$ cat src/rtl/wb_port_arbiter_pkg.sv
`default_nettype none
// ============================================================================
//  Module      : wb_port_arbiter_pkg
//  Description : Shared types for the register-file write-port arbiter.
//                - arb_state_t : arbiter state encoding (IDLE / PEND / FORCE)
//                - wb_entry_t  : buffered long-latency result {rd, data, live}
//                  at the default 32-bit / 32-register configuration. The top
//                  re-declares the same layout at its own parameter widths.
//  Revision    : 1.0  initial release
// ============================================================================
package wb_port_arbiter_pkg;

    localparam int WB_WORD_SIZE = 32;
    localparam int WB_NUM_REGS  = 32;
    localparam int WB_REG_SEL   = $clog2(WB_NUM_REGS);

    typedef enum logic [1:0] {
        IDLE  = 2'd0,   // FIFO empty
        PEND  = 2'd1,   // FIFO holds at least one entry
        FORCE = 2'd2    // head is drained this cycle, pipeline stalled
    } arb_state_t;

    typedef struct packed {
        logic [WB_REG_SEL-1:0]   rd;
        logic [WB_WORD_SIZE-1:0] data;
        logic                    live;   // cleared when a younger pipe write hits rd
    } wb_entry_t;

endpackage
`default_nettype wire

$ cat src/rtl/wb_port_arbiter_if.sv
`default_nettype none
// ============================================================================
//  Module      : wb_port_arbiter_if
//  Description : Bundles the writeback-stage request, the long-latency result
//                port and the register-file write port.
//                slave  : arbiter side (requests in, rf write / status out)
//                master : requester / environment side
//  Ports       : pipe_reg_write, pipe_rd, pipe_write_data   (writeback stage)
//                lu_valid, lu_ready, lu_rd, lu_data          (long-latency unit)
//                rf_we, rf_rd, rf_wd                         (register file)
//                pipe_stall, pending_count                   (status)
//  Revision    : 1.0  initial release
// ============================================================================
interface wb_port_arbiter_if #(
    parameter int WORD_SIZE  = 32,
    parameter int REG_SEL    = 5,
    parameter int FIFO_DEPTH = 2
);
    localparam int c_cnt_w = $clog2(FIFO_DEPTH + 1);

    logic                 pipe_reg_write;
    logic [REG_SEL-1:0]   pipe_rd;
    logic [WORD_SIZE-1:0] pipe_write_data;
    logic                 lu_valid;
    logic                 lu_ready;
    logic [REG_SEL-1:0]   lu_rd;
    logic [WORD_SIZE-1:0] lu_data;
    logic                 rf_we;
    logic [REG_SEL-1:0]   rf_rd;
    logic [WORD_SIZE-1:0] rf_wd;
    logic                 pipe_stall;
    logic [c_cnt_w-1:0]   pending_count;

    modport slave (
        input  pipe_reg_write, pipe_rd, pipe_write_data,
        input  lu_valid, lu_rd, lu_data,
        output lu_ready,
        output rf_we, rf_rd, rf_wd,
        output pipe_stall, pending_count
    );

    modport master (
        output pipe_reg_write, pipe_rd, pipe_write_data,
        output lu_valid, lu_rd, lu_data,
        input  lu_ready,
        input  rf_we, rf_rd, rf_wd,
        input  pipe_stall, pending_count
    );

endinterface
`default_nettype wire

$ cat src/rtl/wb_result_fifo.sv
`default_nettype none
// ============================================================================
//  Module      : wb_result_fifo
//  Description : Small circular FIFO of buffered long-latency results. Every
//                stored entry whose rd matches i_squash_rd has its live bit
//                cleared while i_squash_en is high.
//  Ports       : clk, rst                  clock / async active-high reset
//                i_push, i_push_entry      enqueue at tail
//                i_pop                     dequeue head
//                i_squash_en, i_squash_rd  clear live bits matching rd
//                o_head                    entry at head (valid when !o_empty)
//                o_full, o_empty, o_count  occupancy
//  Revision    : 1.0  initial release
// ============================================================================
module wb_result_fifo
    import wb_port_arbiter_pkg::*;
#(
    parameter int  DEPTH   = 2,
    parameter int  REG_SEL = WB_REG_SEL,
    parameter type ENTRY_T = wb_entry_t
) (
    input  wire logic                           clk,
    input  wire logic                           rst,
    input  wire logic                           i_push,
    input  ENTRY_T                              i_push_entry,
    input  wire logic                           i_pop,
    input  wire logic                           i_squash_en,
    input  wire logic [REG_SEL-1:0]             i_squash_rd,
    output ENTRY_T                              o_head,
    output logic                                o_full,
    output logic                                o_empty,
    output logic [$clog2(DEPTH+1)-1:0]          o_count
);

    localparam int c_ptr_w = $clog2(DEPTH);
    localparam int c_cnt_w = $clog2(DEPTH + 1);

    ENTRY_T               r_mem [DEPTH];
    logic [c_ptr_w-1:0]   r_wr_ptr;
    logic [c_ptr_w-1:0]   r_rd_ptr;
    logic [c_cnt_w-1:0]   r_count;

    // The push target slot is always free, so the squash on that slot is
    // irrelevant; the pushed entry arrives with its live bit already resolved.
    generate
        for (genvar i = 0; i < DEPTH; i++) begin : g_slot
            always_ff @(posedge clk or posedge rst) begin
                if (rst) begin
                    r_mem[i] <= '0;
                end else if (i_push && (r_wr_ptr == c_ptr_w'(i))) begin
                    r_mem[i] <= i_push_entry;
                end else if (i_squash_en && (r_mem[i].rd == i_squash_rd)) begin
                    r_mem[i].live <= 1'b0;
                end
            end
        end
    endgenerate

    // Depth is a power of two, so pointers wrap naturally.
    always_ff @(posedge clk or posedge rst) begin
        if (rst) begin
            r_wr_ptr <= '0;
            r_rd_ptr <= '0;
            r_count  <= '0;
        end else begin
            if (i_push) begin
                r_wr_ptr <= r_wr_ptr + c_ptr_w'(1);
            end
            if (i_pop) begin
                r_rd_ptr <= r_rd_ptr + c_ptr_w'(1);
            end
            case ({i_push, i_pop})
                2'b10:   r_count <= r_count + c_cnt_w'(1);
                2'b01:   r_count <= r_count - c_cnt_w'(1);
                default: r_count <= r_count;
            endcase
        end
    end

    assign o_head  = r_mem[r_rd_ptr];
    assign o_full  = (r_count == c_cnt_w'(DEPTH));
    assign o_empty = (r_count == '0);
    assign o_count = r_count;

endmodule
`default_nettype wire

$ cat src/rtl/wb_port_arbiter.sv
`default_nettype none
// ============================================================================
//  Module      : wb_port_arbiter
//  Description : Shares the single register-file write port between the
//                in-order writeback path (priority) and the long-latency
//                result port. Long-latency results are buffered and drained
//                on idle port cycles; a starving head forces a one-cycle
//                pipeline stall so it can drain.
//  Ports       : clk  - clock, all state on the rising edge
//                rst  - asynchronous active-high reset
//                bus  - wb_port_arbiter_if.slave: writeback request, lu
//                       result handshake, rf write port, pipe_stall,
//                       pending_count
//  Revision    : 1.0  initial release
// ============================================================================
module wb_port_arbiter
    import wb_port_arbiter_pkg::*;
#(
    parameter int WORD_SIZE  = WB_WORD_SIZE,
    parameter int NUM_REGS   = WB_NUM_REGS,
    parameter int REG_SEL    = $clog2(NUM_REGS),
    parameter int FIFO_DEPTH = 2,
    parameter int MAX_WAIT   = 4
) (
    input  wire logic          clk,
    input  wire logic          rst,
    wb_port_arbiter_if.slave   bus
);

    localparam int c_cnt_w  = $clog2(FIFO_DEPTH + 1);
    localparam int c_wait_w = (MAX_WAIT > 1) ? $clog2(MAX_WAIT) : 1;
    localparam logic [c_wait_w-1:0] c_wait_max = c_wait_w'(MAX_WAIT - 1);

    typedef struct packed {
        logic [REG_SEL-1:0]   rd;
        logic [WORD_SIZE-1:0] data;
        logic                 live;
    } entry_t;

    arb_state_t             r_state;
    arb_state_t             w_state_next;
    logic [c_wait_w-1:0]    r_wait_cnt;
    logic [c_wait_w-1:0]    w_wait_next;

    entry_t                 w_head;
    entry_t                 w_push_entry;
    logic                   w_full;
    logic                   w_empty;
    logic [c_cnt_w-1:0]     w_count;

    logic                   w_pipe_req;
    logic                   w_lu_xfer;
    logic                   w_pipe_grant;
    logic                   w_bypass;
    logic                   w_pop;
    logic                   w_push;
    logic                   w_rf_we;
    logic [REG_SEL-1:0]     w_rf_rd;
    logic [WORD_SIZE-1:0]   w_rf_wd;

    // x0 is never written, so a pipe write to x0 does not claim the port.
    assign w_pipe_req = bus.pipe_reg_write && (bus.pipe_rd != '0);
    // Ready comes from the registered full flag, before any same-cycle pop.
    assign w_lu_xfer  = bus.lu_valid && !w_full;

    // ------------------------------------------------------------------
    // Port grant
    // ------------------------------------------------------------------
    always_comb begin
        w_rf_we      = 1'b0;
        w_rf_rd      = w_head.rd;
        w_rf_wd      = w_head.data;
        w_pop        = 1'b0;
        w_pipe_grant = 1'b0;
        w_bypass     = 1'b0;

        if (r_state == FORCE) begin
            w_pop   = !w_empty;
            w_rf_we = !w_empty && w_head.live;
        end else if (w_pipe_req) begin
            w_pipe_grant = 1'b1;
            w_rf_we      = 1'b1;
            w_rf_rd      = bus.pipe_rd;
            w_rf_wd      = bus.pipe_write_data;
        end else if (!w_empty) begin
            // A squashed head still dequeues, it just never writes.
            w_pop   = 1'b1;
            w_rf_we = w_head.live;
        end else if (w_lu_xfer && (bus.lu_rd != '0)) begin
            w_bypass = 1'b1;
            w_rf_we  = 1'b1;
            w_rf_rd  = bus.lu_rd;
            w_rf_wd  = bus.lu_data;
        end
    end

    // Results to x0 are accepted and dropped. An entry enqueued alongside a
    // granted pipe write to the same rd is already stale.
    assign w_push             = w_lu_xfer && (bus.lu_rd != '0) && !w_bypass;
    assign w_push_entry.rd    = bus.lu_rd;
    assign w_push_entry.data  = bus.lu_data;
    assign w_push_entry.live  = !(w_pipe_grant && (bus.pipe_rd == bus.lu_rd));

    wb_result_fifo #(
        .DEPTH   (FIFO_DEPTH),
        .REG_SEL (REG_SEL),
        .ENTRY_T (entry_t)
    ) u_fifo (
        .clk          (clk),
        .rst          (rst),
        .i_push       (w_push),
        .i_push_entry (w_push_entry),
        .i_pop        (w_pop),
        .i_squash_en  (w_pipe_grant),
        .i_squash_rd  (bus.pipe_rd),
        .o_head       (w_head),
        .o_full       (w_full),
        .o_empty      (w_empty),
        .o_count      (w_count)
    );

    // ------------------------------------------------------------------
    // FSM and head wait counter
    // ------------------------------------------------------------------
    always_ff @(posedge clk or posedge rst) begin
        if (rst) begin
            r_state    <= IDLE;
            r_wait_cnt <= '0;
        end else begin
            r_state    <= w_state_next;
            r_wait_cnt <= w_wait_next;
        end
    end

    always_comb begin
        w_state_next = r_state;
        case (r_state)
            IDLE: begin
                if (w_push) begin
                    w_state_next = PEND;
                end
            end
            PEND: begin
                if (w_pop && !w_push && (w_count == c_cnt_w'(1))) begin
                    w_state_next = IDLE;
                end else if (!w_pop && (r_wait_cnt == c_wait_max)) begin
                    w_state_next = FORCE;
                end
            end
            FORCE: begin
                // FORCE always dequeues exactly one entry.
                if (w_push || (w_count != c_cnt_w'(1))) begin
                    w_state_next = PEND;
                end else begin
                    w_state_next = IDLE;
                end
            end
            default: w_state_next = IDLE;
        endcase
    end

    always_comb begin
        w_wait_next = r_wait_cnt;
        if (w_empty || w_pop) begin
            w_wait_next = '0;
        end else if (r_wait_cnt != c_wait_max) begin
            w_wait_next = r_wait_cnt + c_wait_w'(1);
        end
    end

    // ------------------------------------------------------------------
    // Outputs
    // ------------------------------------------------------------------
    assign bus.lu_ready      = !w_full;
    assign bus.rf_we         = w_rf_we;
    assign bus.rf_rd         = w_rf_rd;
    assign bus.rf_wd         = w_rf_wd;
    assign bus.pipe_stall    = (r_state == FORCE);
    assign bus.pending_count = w_count;

endmodule
`default_nettype wire

$ cat src/flat_wrapper.sv
// flat-port wrapper written by rule: the top's interface ports become plain ports
module wb_port_arbiter_flat import wb_port_arbiter_pkg::*;
#(
    parameter int WORD_SIZE  = WB_WORD_SIZE,
    parameter int NUM_REGS   = WB_NUM_REGS,
    parameter int REG_SEL    = $clog2(NUM_REGS),
    parameter int FIFO_DEPTH = 2,
    parameter int MAX_WAIT   = 4
)
  (clk, rst, bus_pipe_reg_write, bus_pipe_rd, bus_pipe_write_data, bus_lu_valid, bus_lu_rd, bus_lu_data, bus_lu_ready, bus_rf_we, bus_rf_rd, bus_rf_wd, bus_pipe_stall, bus_pending_count);
  wb_port_arbiter_if #(.WORD_SIZE(WORD_SIZE), .REG_SEL(REG_SEL), .FIFO_DEPTH(FIFO_DEPTH)) bus_i ();
  input  wire logic clk;
  input  wire logic rst;
  input wire logic [$bits(bus_i.pipe_reg_write)-1:0] bus_pipe_reg_write;
  input wire logic [$bits(bus_i.pipe_rd)-1:0] bus_pipe_rd;
  input wire logic [$bits(bus_i.pipe_write_data)-1:0] bus_pipe_write_data;
  input wire logic [$bits(bus_i.lu_valid)-1:0] bus_lu_valid;
  input wire logic [$bits(bus_i.lu_rd)-1:0] bus_lu_rd;
  input wire logic [$bits(bus_i.lu_data)-1:0] bus_lu_data;
  output wire logic [$bits(bus_i.lu_ready)-1:0] bus_lu_ready;
  output wire logic [$bits(bus_i.rf_we)-1:0] bus_rf_we;
  output wire logic [$bits(bus_i.rf_rd)-1:0] bus_rf_rd;
  output wire logic [$bits(bus_i.rf_wd)-1:0] bus_rf_wd;
  output wire logic [$bits(bus_i.pipe_stall)-1:0] bus_pipe_stall;
  output wire logic [$bits(bus_i.pending_count)-1:0] bus_pending_count;
  assign bus_i.pipe_reg_write = bus_pipe_reg_write;
  assign bus_i.pipe_rd = bus_pipe_rd;
  assign bus_i.pipe_write_data = bus_pipe_write_data;
  assign bus_i.lu_valid = bus_lu_valid;
  assign bus_i.lu_rd = bus_lu_rd;
  assign bus_i.lu_data = bus_lu_data;
  assign bus_lu_ready = bus_i.lu_ready;
  assign bus_rf_we = bus_i.rf_we;
  assign bus_rf_rd = bus_i.rf_rd;
  assign bus_rf_wd = bus_i.rf_wd;
  assign bus_pipe_stall = bus_i.pipe_stall;
  assign bus_pending_count = bus_i.pending_count;
  wb_port_arbiter #(.WORD_SIZE(WORD_SIZE), .NUM_REGS(NUM_REGS), .REG_SEL(REG_SEL), .FIFO_DEPTH(FIFO_DEPTH), .MAX_WAIT(MAX_WAIT)) u_core (.clk(clk), .rst(rst), .bus(bus_i));
endmodule
$ cat config.mk
export PLATFORM = sky130hd
export DESIGN_NAME = wb_port_arbiter_flat
export DESIGN_NICKNAME = d
export VERILOG_FILES = /design/src/rtl/wb_port_arbiter_pkg.sv /design/src/rtl/wb_port_arbiter_if.sv /design/src/rtl/wb_result_fifo.sv /design/src/rtl/wb_port_arbiter.sv /design/src/flat_wrapper.sv
export SDC_FILE = /design/constraint.sdc
export NUM_CORES = 1
export LEC_CHECK = 0
export ABC_AREA = 0
export ABC_CLOCK_PERIOD_IN_PS = 2350
export BUFFER_PORTS_ARGS = -buffer_cell sky130_fd_sc_hd__buf_2
export CAP_MARGIN = 30
export CORE_UTILIZATION = 44
export CTS_BUF_LIST = sky130_fd_sc_hd__clkbuf_2
export DETAILED_ROUTE_END_ITERATION = 10
export MAX_ROUTING_LAYER = met4
export PLACE_DENSITY_LB_ADDON = 0.2
export REMOVE_ABC_BUFFERS = 1
export SYNTH_ARGS = -nofsm -noshare
export SYNTH_HDL_FRONTEND = slang
export SYNTH_SLANG_ARGS = --single-unit
$ cat constraint.sdc
create_clock -name clk -period 2.35 [get_ports clk]
set_input_delay 0.3525 -clock clk [delete_from_list [all_inputs] [get_ports clk]]
set_output_delay 0.3525 -clock clk [all_outputs]
set_load 0.02 [all_outputs]
==> Yosys cells after proc, flatten, opt, wreduce, memory -nomap -nowiden <==
Index checks and enable logic that the tools add are counted.
{ "word_totals": {"ff_bits": 84, "output_inout_bits": 42, "inputBits": 78} }
{ "op_classes": {"bitwise": 2, "mux": 35, "n_reduce_logical": 30, "magnitude_cmp": 1, "addsub": 5, "n_eq_ne": 14} }
{ "op_table": {"columns": ["op", "n"], "rows": [
  ["2-to-1 mux 32 bit", 4],
  ["2-to-1 mux 38 bit", 3],
  ["2-to-1 mux 5 bit", 4],
  ["2-to-1 mux 1 bit", 17],
  ["== test 5 bit", 3],
  ["logical AND 1 bit", 13],
  ["2-to-1 mux 2 bit", 5],
  ["nonzero test 5 bit", 2],
  ["== test 2 bit (second input constant)", 4],
  ["nonzero test 2 bit", 4],
  ["== test 2 x 1 -> 1 bit (second input constant)", 3],
  ["zero test 1 bit", 6],
  ["one-hot mux 2 bit (3 select lines)", 1],
  ["adder 2 x 1 -> 2 bit (second input constant)", 2],
  ["zero test 2 bit", 2],
  ["!= test 2 bit (second input constant)", 2],
  ["one-hot mux 2 bit (2 select lines)", 1],
  ["!= test 3 x 1 -> 1 bit (second input constant)", 1],
  ["adder 1 bit (second input constant)", 2],
  [">= comparator 2 bit (second input constant)", 1],
  ["logical OR 1 bit", 2],
  ["!= test 2 x 1 -> 1 bit (second input constant)", 1],
  ["NOT 1 -> 2 bit", 1],
  ["AND reduction 2 bit", 1],
  ["2 further kinds", 2]
]} }

==> Logic depth before layout (Yosys ltp) <==
Gate-level depths: netlist of the first run.
{ "depth": {"depth_word": 15, "mapped_depth": 9, "ltp_nobuf": 9} }

==> Cells and area by module <==
A second synthesis of the first run with hierarchy kept.
{ "unflattened": {"cells_unflattened": 405, "area_unflattened_um2": 4775.8} }
{ "modules_own_cells": {"columns": ["mod", "cells_each", "seq_area_each_um2", "instances", "area_each_um2"], "rows": [
  ["wb_result_fifo", 233, 2001.9, 1, 3647.2],
  ["wb_port_arbiter", 172, 100.1, 1, 1128.6]
]} }

==> Worst setup path after synthesis of the first run <==
OpenSTA, ideal clock, no wires.
{ "synth_path": {"kind": "input-to-output", "from": "in bus_pipe_rd[0]", "to": "out bus_rf_wd[31]", "path_slack_ns": -0.129, "stages": 6, "arrival_time_ns": 2.127, "cell_sequence": "clkbuf_1 -> or3_1 -> o311ai_2 -> clkbuf_1 -> nand2_1 -> o21ai_0"} }
{ "synth_via": {"elab_chain_len": 4} }
{ "synth_lines": {"columns": ["element", "line_no", "source"], "rows": [
  ["start: declaration", "flat_wrapper.sv:15", "input wire logic [$bits(bus_i.pipe_rd)-1:0] bus_pipe_rd;"],
  ["nonzero test 5 bit", "wb_port_arbiter.sv:62", "assign w_pipe_req = bus.pipe_reg_write && (bus.pipe_rd != '0);"],
  ["logical AND 1 bit", "wb_port_arbiter.sv:62", null],
  ["2-to-1 mux 32 bit", "wb_port_arbiter.sv:80", "end else if (w_pipe_req) begin"],
  ["2-to-1 mux 32 bit", "wb_port_arbiter.sv:77", "if (r_state == FORCE) begin"],
  ["end: declaration", "flat_wrapper.sv:23", "output wire logic [$bits(bus_i.rf_wd)-1:0] bus_rf_wd;"]
]} }
No other way between the ends.

==> Worst setup path in the final report of the first run <==
{ "layout_path": {"from": "reg u_core.u_fifo.r_count[1] (netlist: u_core.u_fifo.o_count[1])", "to": "out bus_rf_wd[7]"} }
{ "layout_via": {"elab_chain_len": 8, "word_cells_on_any_way": 9, "cone_classes": "1 x eq/ne; 4 x mux; 4 x reduce/logical"} }
{ "layout_lines": {"columns": ["element", "line_no", "source"], "rows": [
  ["start: declaration", "wb_result_fifo.sv:41", "logic [c_cnt_w-1:0] r_count;"],
  ["start signal: assignment", "wb_result_fifo.sv:73", "2'b10: r_count <= r_count + c_cnt_w'(1);"],
  ["start signal: assignment", "wb_result_fifo.sv:74", "2'b01: r_count <= r_count - c_cnt_w'(1);"],
  ["start signal: assignment", "wb_result_fifo.sv:75", "default: r_count <= r_count;"],
  ["== test 2 bit", "wb_result_fifo.sv:81", "assign o_full = (r_count == c_cnt_w'(DEPTH));"],
  ["zero test 1 bit", "wb_port_arbiter.sv:64", "assign w_lu_xfer = bus.lu_valid && !w_full;"],
  ["logical AND 1 bit", "wb_port_arbiter.sv:64", null],
  ["logical AND 1 bit", "wb_port_arbiter.sv:89", "end else if (w_lu_xfer && (bus.lu_rd != '0)) begin"],
  ["2-to-1 mux 32 bit", "wb_port_arbiter.sv:89", null],
  ["2-to-1 mux 32 bit (*)", "wb_port_arbiter.sv:85", "end else if (!w_empty) begin"],
  ["2-to-1 mux 32 bit (*)", "wb_port_arbiter.sv:80", null],
  ["2-to-1 mux 32 bit (*)", "wb_port_arbiter.sv:77", null]
]} }
Mark *: on every way between the ends. The rest lies on a longest branch, timed or not.

==> results of run 1 <==
layout make-up:
| type | count | area, um^2 | area share [%] |
|---|---|---|---|
| clock buffer | 9 | 45.0 | 0.697 |
| clock inverter | 7 | 96.3 | 1.49 |
| inverter | 5 | 20.0 | 0.310 |
| multi-input combinational | 251 | 2680 | 41.4 |
| sequential | 84 | 2100 | 32.6 |
| tap | 136 | 170 | 2.63 |
| timing repair buffer | 160 | 1350 | 20.9 |
where the power goes:
part | total (mW) | internal [mW] | switching [mW]
Sequential | 2.60 | 2.17 | 0.422
Combinational | 4.82 | 2.71 | 2.11
Clock | 0.869 | 0.355 | 0.514
Total | 8.28 | 5.24 | 3.04
worst paths after layout:
path / startpoint / end / slack, ns
max: u_core.u_fifo.o_count[1] / bus_rf_wd[7] / -0.26
min: bus_lu_data[30] / u_core.u_fifo.r_mem[31] / 0.07
max reg2reg: u_core.u_fifo.o_count[1] / u_core.u_fifo.r_mem[72] / 0.09
min reg2reg: u_core.r_state[0] / u_core.r_state[0] / 0.51
max in group asynchronous: rst / u_core.u_fifo.r_mem[30] / 1.23
min in group asynchronous: rst / u_core.u_fifo.r_mem[14] / 0.42
layer usage:
layer	share of wire [%]	wire length [um]
met5	0	0
met4	1.3	154
met3	3.2	369
met2	49	5600
met1	47	5370
what timing repair did:
action | in CTS | in global routing
hold buffers | 1 | 0
resized for setup | 81 | 50
cloned | 2 | 2
setup endpoints to repair | 38 | 41
hold endpoints to repair | 36 | 0
setup buffers | 4 | 2
pin swaps | 2 | 2
through the flow:
stage	hold slack (ns)	setup TNS (ns)	total power [mW]
final	0.0747	-9.40	8.28
after global routing	0.0178	-14.11	8.78
after CTS	0.0366	-10.36	7.95
after detailed placement	0.474	0	6.54
after global placement	0.469	0	6.46
after floorplan	0.449	-223.03	5.48
cells by family after synthesis:
family | synth area share [%]
buffers and inverters | 4.06
xor gates and xnor gates | 3.74
and+or+nand+nor | 6.57
adders and majority gates | 1.34
DFF | 44.9
muxes | 28.1
AOI/OAI and AO/OA | 11.3
cell usage after synthesis (3+ instances only):
cell type  number
buf_2          11
buf_6           3
buf_4           3
mux2_2         55
xnor2_1        12
nand3_1        40
mux2_4         19
ha_1            5
nand2_1         6
o221a_2        35
mux2i_1        41
xor2_1          8
dfrtp_1        84
clkbuf_1       15
o21ai_0         3
inv_1           5
flip-flops by register name, indices dropped and copies added (netlist names):
signal	count
u_core.u_fifo.r_wr_ptr	1
u_core.u_fifo.r_mem	76
u_core.u_fifo.o_count	2
u_core.u_fifo.r_rd_ptr	1
u_core.r_wait_cnt	2
u_core.r_state	2
==> summary.md, run 1 <==
| Metric | Value |
|---|---|
| CTS Buf Count | `9` |
| Synth area leader | `dfrtp_1` |
| Fin util | `62.6%` |
| GRT busiest layer | `met2` |
| FMAX | `roughly 0.38 GHz` |
| Crit-path max FO | `7` |
| Status | `finished, violations left` |
| Power per cell area | `1280 mW/mm^2` |
| Skew final | `0.0263 ns` |
| Final period utilization | `111%` |
| First-pass iteration count of the detailed router | `4` |
| Slew Limit Fails | `0` |
| Nets | `594` |
| CP endpoint kind | `primary output` |
| R2r worst-path depth | `8` |
| CP Data Arrival Time | `2.26 ns` |
| Clk Latency, worst-skew pair | `0.51 ns` |
| Worst EP required | `roughly 2.0 ns` |
| RSZ-0062 raised after global routing | `true` |
| Setup Viol. Count Final | `38` |
| Initial core utilization | `45.4%` |
| Vias in the first global route | `3,598` |
| Worst-path clk slew | `about 0.25 ns` |
| Vias/cell | `5.51` |
| Largest net degree at the start of global routing | `40` |
| Core area | `0.0103 mm^2` |
| Area Growth Syn to Fin | `38.0%` |
| Crit-path cells | `ha_4, nor2b_4, buf_6, o2111ai_4, buf_12, clkbuf_16, nand3_1, o221a_2, buf_6` |
| Most used cell, CP | `buf_6` |
| Antenna Nets Post-Route | `0` |
| Post-placement cell area | `between 0.005 and 0.006 mm^2` |
| Final hold vios | `0` |
| CP top delay family | `buffers and inverters` |
| Initial antenna violation count | `0` |
| Global routing usage on met2 | `35.5%` |
| Final wirelength | `11.5 mm` |
| Top cell type's share of synthesized area | `44.9%` |
| M3 GR Usage | `2.93%` |
| Worst path depth | `9` |
| Post-Layout Cell Count | `around 650` |
| I/O Pins | `120` |
| Total track usage | `between 20% and 30%` |
| Slowest CP cell | `dfrtp_2` |
| Post-layout minimum cycle time | `2.61 ns` |
| DIE WIDTH | `105 um` |
| Worst setup margin | `-0.265 ns` |
| RePlAce Congestion | `~0.8` |
| 1st-iter DRT viols | `135` |
| Root Driver | `clkbuf_2` |
| CTS sink count | `84` |
| WP buf/inv | `4` |
| Dpl cells | `about 630` |
| Hold depth | `2` |
| Die Area | `0.0111 mm^2` |
| Avg Cell Area, Syn | `between 10 and 15 um^2` |
| Commonest non-fill, non-tap cell in the layout | `dfrtp_1` |
| Pre-CTS setup slack | `0.0670 ns` |
| YS warnings | `0` |
| DP HPWL | `7.40 mm` |
| Gate Count Post-Synth | `~370` |
| Fin area | `0.00646 mm^2` |
| Rel. slew slack | `between 50% and 60%` |
| CTS tree | `built` |
| Crit-path max cell delay | `roughly 0.5 ns` |
| Leakage | `2.97 nW` |
| Die Ht | `105 um` |
| Gr ovfl total | `0` |
| Number of diodes | `0` |
| Mapped Area | `between 0.004 and 0.005 mm^2` |
| Met1 GRT Util | `27.5%` |
| Synth top area cells | `dfrtp_1, mux2_2, mux2i_1, o221a_2, mux2_4` |
| First-pass GRT wire length | `18.0 mm` |
| Critical path launch point type | `register` |
| Unique masters post-synth | `38` |
| Fillcell total | `837` |
| FF+latch count, synth | `84` |
| Layout cells sized above 1 | `between 60% and 70%` |
| Synth async-reset ratio | `100%` |
| Row Count | `37` |
| Port bufs | `119` |
| Longest Clk Path Bufs | `2` |
| Failing checks | `negative setup slack` |
| Hold Path Class | `in2reg` |
| Register area share after synthesis | `44.9%` |
| DR DRC count | `0` |
| Synth Flop Type | `dfrtp_1` |
| Most used cells in the layout excluding fill and tap cells | `dfrtp_1, buf_2, mux2_2` |
| Tightest Pin Transition | `slightly below 0.7 ns` |
| Max IR drop VDD | `0.573 mV` |
| H-tree Lvls | `3` |
| WS Path Type | `reg2out` |
| Maxcap violations | `0` |
| Routed length per instance | `17.6 um` |
| EDFF count, synth | `0` |
| Vias | `roughly 3,600` |
Power figures use the tool's default switching activity.
==> run 2: changes to the inputs <==
- CTS_BUF_LIST: sky130_fd_sc_hd__clkbuf_2 -> sky130_fd_sc_hd__clkbuf_4 sky130_fd_sc_hd__clkbuf_8 sky130_fd_sc_hd__clkbuf_16
==> run 2 against run 1 <==
Against the previous run:
- the flow still finishes with violations (negative setup slack)
- final area is 0.35% higher
- sequential share of layout area is 0.11 points lower
- cell count decreased by 0.46%
- core utilization increased by 0.22 points
- worst setup slack gained 0.19 ns
==> summary.md, run 2 (same netlist as run 1, synthesis figures left out) <==
| Metric | Value |
|---|---|
| FMAX | `0.413 GHz` |
| Clk Latency, worst-skew pair | `0.35 ns` |
| Routed length per instance | `17.5 um` |
| DP HPWL | `7.40 mm` |
| Initial core utilization | `45.4%` |
| Dpl cells | `625` |
| DIE WIDTH | `105 um` |
| CP endpoint kind | `primary output` |
| 1st-iter DRT viols | `~130` |
| RSZ-0062 raised after global routing | `true` |
| Switching pwr | `3.05 mW` |
| Post-Layout Cell Count | `649` |
| Critical path launch point type | `register` |
| Slew Limit Fails | `0` |
| Area of the multi-input gates | `0.00265 mm^2` |
| Crit-path max cell delay | `between 0.4 and 0.5 ns` |
| CTS Buf Count | `9` |
| DR DRC count | `0` |
| Total track usage | `a little over a fifth` |
| Worst EP required | `2.00 ns` |
| Largest net degree at the start of global routing | `40` |
| Fillcell total | `~830` |
| Slowest CP cell | `dfrtp_2` |
| CTS tree | `built` |
| Top reg by flops | `u_core.u_fifo.r_mem` |
| Clk pwr share | `13.8%` |
| Power per cell area | `1320 mW/mm^2` |
| Most used cells in the layout excluding fill and tap cells | `buf_2, dfrtp_1, mux2_2` |
| Nets | `591` |
| Antenna Nets Post-Route | `0` |
| Internal cell power | `5.49 mW` |
| Layout cells sized above 1 | `63.9%` |
| Worst-path clk slew | `0.09 ns` |
| I/O Pins | `120` |
| Worst setup margin | `-0.0708 ns` |
| Max IR drop VDD | `0.624 mV` |
| Tightest Pin Transition | `around 0.68 ns` |
| Vias/cell | `5.54` |
| Final hold vios | `0` |
| Maxcap violations | `0` |
| Root Driver | `clkbuf_8` |
| Post-layout minimum cycle time | `2.42 ns` |
| Sequential power share | `30.5%` |
| WS Path Type | `reg2out` |
| Crit-path max FO | `7` |
| Rel. slew slack | `54.4%` |
| First-pass iteration count of the detailed router | `4` |
| Core area | `just over 0.01 mm^2` |
| Setup Viol. Count Final | `36` |
| Net Sw Frac | `a little over a third` |
| Fin util | `62.8%` |
| RePlAce Congestion | `0.786` |
| H-tree Lvls | `3` |
| Register-to-register path setup slack | `around 0.090 ns` |
| Part of the power in combinational logic | `between 50% and 60%` |
| Vias | `3,598` |
| Final period utilization | `103%` |
| Failing checks | `negative setup slack` |
| Die Area | `0.0111 mm^2` |
| Initial antenna violation count | `0` |
| Number of diodes | `0` |
| CTS sink count | `84` |
| Port bufs | `119` |
| Area Growth Syn to Fin | `38.5%` |
| Vias in the first global route | `3,592` |
| First-pass GRT wire length | `18.1 mm` |
| Row Count | `37` |
| CP Data Arrival Time | `2.07 ns` |
| Hold Path Class | `in2async` |
| Final wirelength | `about 11 mm` |
| Gr ovfl total | `0` |
| Leakage | `2.98 nW` |
| Die Ht | `105 um` |
| FF/Latch Area | `0.00210 mm^2` |
| Crit-path cells | `ha_4, nor2b_4, buf_6, o2111ai_4, buf_12, buf_16, nand3_2, o221a_2, buf_6` |
| Largest register FFs | `76` |
| Longest Clk Path Bufs | `2` |
| Skew final | `roughly 0.0099 ns` |
| Most used cell, CP | `buf_6` |
| Status | `finished, violations left` |
run 2: critical path, delay by kind of cell, from the launching register on:
family	cells	cell delay [ns]
compound gates	2	0.29
flops	1	0.46
simple gates	2	0.21
buf+inv	4	0.55
fa+ha+maj	1	0.18
run 2: path summary, 6_finish.rpt:
path	start	endpoint	cells after the start
worst max-delay path	u_core.u_fifo.o_count[1]	bus_rf_wd[28]	9
worst min-delay path	rst	u_core.u_fifo.r_mem[14]	2
worst max register to register	u_core.u_fifo.o_count[1]	u_core.u_fifo.r_mem[72]	8
worst min register to register	u_core.r_state[0]	u_core.r_state[0]	1
max in group asynchronous	rst	u_core.u_fifo.r_mem[30]	3
min in group clk	bus_lu_data[20]	u_core.u_fifo.r_mem[59]	2
run 2: cell type report:
cell class	count	area share, %
clock buffer	10	2.12
clock inverter	6	1.43
inverter	5	0.309
multi-input combinational	251	40.8
sequential	84	32.4
tap	136	2.62
timing repair buffer	157	20.3
run 2: repair_timing:
item	in CTS	in global routing
setup endpoints to repair	38	38
setup buffers	4	1
cloned	2	1
hold buffers	0	0
pin swaps	2	2
gates resized for setup	77	47
run 2: through the flow:
step	total power [mW]	hold WS, ns	area, um^2	worst slack (ns)	TNS [ns]
6_report	8.53	0.0726	6490	-0.0708	-1.82
5_1_grt	9.04	0.126	6490	-0.152	-4.98
4_1_cts	8.25	0.0882	6230	-0.0600	-1.55
3_5_place_dp	6.54	0.474	5660	0.0670	0
3_3_place_gp	6.46	0.469	5660	0.0796	0
2_1_floorplan	5.48	0.449	4510	-3.21	-223.03
run 2: power by group through the flow:
| stage | Clock [mW] | Combinational, mW | Sequential, mW |
|---|---|---|---|
| 3_3_place_gp | 0 | 3.88 | 2.57 |
| 6_report | 1.18 | 4.75 | 2.61 |
| 5_1_grt | 1.26 | 5.08 | 2.69 |
| 2_1_floorplan | 0 | 2.82 | 2.65 |
| 4_1_cts | 1.20 | 4.46 | 2.60 |
| 3_5_place_dp | 0 | 3.92 | 2.62 |
run 2: per-layer routing:
metal / vias to the layer above / global-route usage, % / part of all wire [%]
li1: 1683 / - / -
met1: 1810 / 27.7 / 46
met2: 89 / 35.5 / 48
met3: 16 / 3.06 / 3.7
met4: 0 / 6.74 / 1.5
met5: - / - / 0
